File: config.mk
export PLATFORM = sky130hd
export DESIGN_NAME = weight_stationary_array
export DESIGN_NICKNAME = d
export VERILOG_FILES = /design/src/rtl/weight_stationary_array.sv
export SDC_FILE = /design/constraint.sdc
export NUM_CORES = 1
export LEC_CHECK = 0
export ABC_AREA = 1
export ABC_CLOCK_PERIOD_IN_PS = 6260
export CELL_PAD_IN_SITES_DETAIL_PLACEMENT = 0
export CELL_PAD_IN_SITES_GLOBAL_PLACEMENT = 2
export CORE_ASPECT_RATIO = 0.9
export CORE_MARGIN = 5
export CORE_UTILIZATION = 38
export CTS_BUF_LIST = sky130_fd_sc_hd__clkbuf_8
export DETAILED_ROUTE_END_ITERATION = 10
export PLACE_DENSITY_LB_ADDON = 0.1
export RECOVER_POWER = 50
export SLEW_MARGIN = 25
export SYNTH_ARGS = -nofsm -noshare
export SYNTH_HDL_FRONTEND = slang
export SYNTH_SLANG_ARGS = --single-unit
File: constraint.sdc
create_clock -name clk -period 6.26 [get_ports clk]
set_clock_uncertainty 0.2 [all_clocks]
set_input_delay 1.252 -clock clk [delete_from_list [all_inputs] [get_ports clk]]
set_output_delay 1.252 -clock clk [all_outputs]
set_load 0.02 [all_outputs]
File: src/rtl/weight_stationary_array.sv
// 2x2 weight-stationary systolic MAC array: fetches a weight tile from weight_memory,
// then streams signed activation vectors through it (y = x * W) with a fixed 3-cycle latency.
//
// state   | meaning
// IDLE    | no tile loaded yet, vectors refused
// FETCH   | w_addr presented, memory registering the tile
// CAPTURE | memory data valid, latched into the weight registers
// READY   | tile resident, one vector accepted per cycle
// DRAIN   | new load pending, waiting for in-flight vectors to leave
module weight_stationary_array #(
  parameter int DATA_W = 8,
  parameter int ACC_W  = 18,
  parameter int ADDR_W = 16,
  parameter int LAT    = 3
) (
  input  logic                     clk,
  input  logic                     rst_n,
  input  logic                     load_req_i,
  input  logic [ADDR_W-1:0]        w_base_i,
  output logic [ADDR_W-1:0]        w_addr_o,
  input  logic signed [DATA_W-1:0] w1_i,
  input  logic signed [DATA_W-1:0] w2_i,
  input  logic signed [DATA_W-1:0] w3_i,
  input  logic signed [DATA_W-1:0] w4_i,
  input  logic                     in_valid_i,
  output logic                     in_ready_o,
  input  logic signed [DATA_W-1:0] x0_i,
  input  logic signed [DATA_W-1:0] x1_i,
  output logic                     out_valid_o,
  output logic signed [ACC_W-1:0]  y0_o,
  output logic signed [ACC_W-1:0]  y1_o,
  output logic                     busy_o
);

  typedef enum logic [2:0] {
    S_IDLE    = 3'd0,
    S_FETCH   = 3'd1,
    S_CAPTURE = 3'd2,
    S_READY   = 3'd3,
    S_DRAIN   = 3'd4
  } state_t;

  localparam int PW = 2 * DATA_W;

  state_t state_q, state_d;

  logic [ADDR_W-1:0]        w_addr_q;
  logic signed [DATA_W-1:0] w00_q, w01_q, w10_q, w11_q;
  logic [LAT-1:0]           vld_q;

  logic signed [PW-1:0]     p00_q, p01_q, p01d_q;
  logic signed [DATA_W-1:0] x1s_q, x1d_q;
  logic signed [ACC_W-1:0]  s0_q, y0_q, y1_q;

  logic accept;
  logic pipe_busy;
  logic latch_base;
  logic capture;

  // Operands widened first so the product is formed at full 2*DATA_W width.
  function automatic logic signed [PW-1:0] smul(input logic signed [DATA_W-1:0] a,
                                                input logic signed [DATA_W-1:0] b);
    logic signed [PW-1:0] ae;
    logic signed [PW-1:0] be;
    ae = {{DATA_W{a[DATA_W-1]}}, a};
    be = {{DATA_W{b[DATA_W-1]}}, b};
    return ae * be;
  endfunction

  function automatic logic signed [ACC_W-1:0] sext(input logic signed [PW-1:0] p);
    return {{(ACC_W-PW){p[PW-1]}}, p};
  endfunction

  assign pipe_busy = |vld_q;
  assign accept    = in_valid_i & in_ready_o;

  always_ff @(posedge clk or negedge rst_n) begin
    if (!rst_n) begin
      state_q <= S_IDLE;
    end else begin
      state_q <= state_d;
    end
  end

  always_comb begin
    state_d = state_q;
    case (state_q)
      S_IDLE:    if (load_req_i) state_d = S_FETCH;
      S_FETCH:   state_d = S_CAPTURE;
      S_CAPTURE: state_d = S_READY;
      S_READY: begin
        // A vector accepted alongside the load still has to finish on the old tile.
        if (load_req_i) state_d = (accept || pipe_busy) ? S_DRAIN : S_FETCH;
      end
      S_DRAIN:   if (!pipe_busy) state_d = S_FETCH;
      default:   state_d = S_IDLE;
    endcase
  end

  always_comb begin
    in_ready_o = (state_q == S_READY);
    busy_o     = !((state_q == S_READY) || ((state_q == S_IDLE) && !pipe_busy));
    latch_base = load_req_i && ((state_q == S_IDLE) || (state_q == S_READY));
    capture    = (state_q == S_CAPTURE);
  end

  always_ff @(posedge clk or negedge rst_n) begin
    if (!rst_n) begin
      w_addr_q <= '0;
      w00_q    <= '0;
      w01_q    <= '0;
      w10_q    <= '0;
      w11_q    <= '0;
    end else begin
      if (latch_base) w_addr_q <= w_base_i;
      if (capture) begin
        w00_q <= w1_i;
        w01_q <= w2_i;
        w10_q <= w3_i;
        w11_q <= w4_i;
      end
    end
  end

  always_ff @(posedge clk or negedge rst_n) begin
    if (!rst_n) begin
      vld_q <= '0;
    end else begin
      vld_q <= {vld_q[LAT-2:0], accept};
    end
  end

  // Row 0 multiplies on entry; row 1 and column 1 see their operands one stage later.
  always_ff @(posedge clk or negedge rst_n) begin
    if (!rst_n) begin
      p00_q  <= '0;
      p01_q  <= '0;
      x1s_q  <= '0;
      s0_q   <= '0;
      p01d_q <= '0;
      x1d_q  <= '0;
      y0_q   <= '0;
      y1_q   <= '0;
    end else begin
      if (accept) begin
        p00_q <= smul(x0_i, w00_q);
        p01_q <= smul(x0_i, w01_q);
        x1s_q <= x1_i;
      end
      if (vld_q[0]) begin
        s0_q   <= sext(p00_q) + sext(smul(x1s_q, w10_q));
        p01d_q <= p01_q;
        x1d_q  <= x1s_q;
      end
      if (vld_q[1]) begin
        y0_q <= s0_q;
        y1_q <= sext(p01d_q) + sext(smul(x1d_q, w11_q));
      end
    end
  end

  assign w_addr_o    = w_addr_q;
  assign out_valid_o = vld_q[LAT-1];
  assign y0_o        = y0_q;
  assign y1_o        = y1_q;

endmodule

==> metrics <==
achievable frequency=0.189 GHz; Root Driver=clkbuf_8; CP max FO=9; Area growth, synth to finish=11.5%; status=complete, but fails checks; vias=13317; Cell Rows=75; total core area=46800 um2; global-route wire length before repair=74700 um; Final HPWL DP=35100 um; worst-margin pin slew=4.41 ns; Worst setup SP type=primary input; # setup viols final=0; clk_lat worst skew=0.55 ns; initial antenna violation count=0; CTS clock-pin slew for the worst setup and hold paths=0.09 ns; setup TNS=0 ns; Total GRT Usage=0.180; post_cts resized=0; Routed Antenna Nets=0; port bufs=122; Worst Path Class, Setup=in -> reg; pin count of the biggest net entering global routing=74; YS warnings=0; I/O pins=123; Initial Util=0.387; CTS tree=yes; Die W=240 um; DRC=0; Placer Congestion=0.815; most common cell after layout, fill and taps aside=nand2_1; RSZ-0062 raised after global routing=no; Primary FF master, synth=dfrtp_1; DIE AREA=52100 um2; total wire length=43600 um; die height=217 um; Final Hold Fails=0; Hold WS=0.278 ns; Final min period=5.30 ns; clock sinks=169; Yosys reg bits=169; number of diodes=0; worst path required time=6.39 ns; Netlist cell types=30; Setup Buffers After CTS=0; CP Capture Type=register; maxcap violations=5; Min-Delay Path Class=reg -> reg; max-slew violations=250; initial drt markers=591; Filler cells=4856; drt pass-1 iters=5; drt wl/cell=14.9 um; Period Utilization, post-route=0.846; Post-synth EDFFs=0; Netlist Area Pre-Place=18100 um2; arrival time worst endpoint=5.43 ns; Gate Count Post-Synth=2242; sequential area share after synthesis=0.234; vias per cell=4.53; layout cells sized above 1=0.0245; vias in the first global route=14113; TritonCTS Buffers=17; headroom to the max-slew limit=-1.94; register area=4230 um2; Post-Syn Nets=2708; NumNets Final=2775; total gr overflow=0; multi-input logic area=11500 um2; failing checks=max-capacitance violations, max-slew violations; clock tree buffer depth=2; most frequent cells in the layout=nand2_1, inv_1, fa_1; H-tree depth=4; Avg Cell Area, Syn=8.07 um2; post-synthesis async set-or-reset flop share=1.00; CTS Hold Bufs=0
## worst paths after layout
| kind | startpoint | to | slack (ns) | cells after the start |
|---|---|---|---|---|
| max in group asynchronous | rst_n | p00_q[14]$_DFFE_PN0P_ | 1.30 | 1 |
| worst min-delay path | y0_o[8]$_DFFE_PN0P_ | y0_o[8]$_DFFE_PN0P_ | 0.28 | 2 |
| worst max-delay path | x0_i[7] | p00_q[10]$_DFFE_PN0P_ | 0.96 | 16 |
| worst max register to register | x1s_q[7]$_DFFE_PN0P_ | s0_q[16]$_DFFE_PN0P_ | 1.14 | 15 |
| worst min register to register | y0_o[8]$_DFFE_PN0P_ | y0_o[8]$_DFFE_PN0P_ | 0.28 | 2 |
| min in group asynchronous | rst_n | w_addr_o[6]$_DFFE_PN0P_ | 2.03 | 1 |
## stage by stage
| step | std cells | utilization | cell area [um2] | setup slack [ns] |
|---|---|---|---|---|
| floorplan | 2242 | - | 18100 | 1.08 |
| global route | 2938 | 0.431 | 20200 | 0.399 |
| detailed placement | 2906 | 0.424 | 19900 | 0.420 |
| CTS | 2938 | 0.432 | 20200 | 1.04 |
| global placement | 2906 | 0.424 | 19900 | 0.476 |
| finish | 2938 | 0.431 | 20200 | 0.962 |
## cell type report
class / count / area share
sequential: 169 / 0.210
timing repair buffer: 139 / 0.0656
clock buffer: 17 / 0.0116
inverter: 509 / 0.0947
tap: 616 / 0.0382
multi-input combinational: 1473 / 0.572
clock inverter: 15 / 0.00812
## cells in the mapped netlist (all sizes together) (7+ instances only)
cell type / instances / area, um2
nand3b: 7 / 52.6
nand3: 70 / 350
clkbuf: 78 / 293
ha: 136 / 1700
nor2: 77 / 297
a21o: 7 / 52.6
xor2: 7 / 61.3
mux2: 16 / 218
inv: 505 / 1900
nand4: 8 / 50.1
nand2: 770 / 2900
buf: 13 / 83.8
fa: 262 / 5250
xnor2: 18 / 158
o21ai: 57 / 285
a21oi: 26 / 130
dfrtp: 169 / 4230
## registers in the layout, summed over array words and instances, names as in the netlist, 16 cells and up
register	cells
p01_q	16
p00_q	16
p01d_q	16
y1_o	17
y0_o	17
s0_q	17
w_addr_o	16
## cell families after synthesis
logic type                 share of synthesized area
xor gates and xnor gates                      0.0121
buffers and inverters                          0.126
adders and majority gates                      0.384
and+or+nand+nor                                0.203
muxes                                         0.0120
DFF                                            0.234
AOI/OAI and AO/OA                             0.0287
## per-layer routing
layer	track usage	share of wire	vias to the layer above
met2	0.279	0.44	174
met3	0.0322	0.034	30
met5	0	0	-
li1	-	-	6667
met1	0.266	0.51	6446
met4	0.0371	0.013	0
## worst max-delay path, cell delays in order
cell	delay [ns]
clkdlybuf4s50_1	0.61
buf_4	0.24
nand2_1	0.10
fa_1	0.47
fa_1	0.51
inv_1	0.05
fa_1	0.53
inv_1	0.05
fa_1	0.47
inv_1	0.04
ha_1	0.34
a21oi_1	0.23
nand2_1	0.12
a21oi_1	0.17
xor2_1	0.16
o21ai_0	0.08
Power is not shown: default switching activity piles up to over one toggle a cycle in this logic, so the estimate is an artifact.
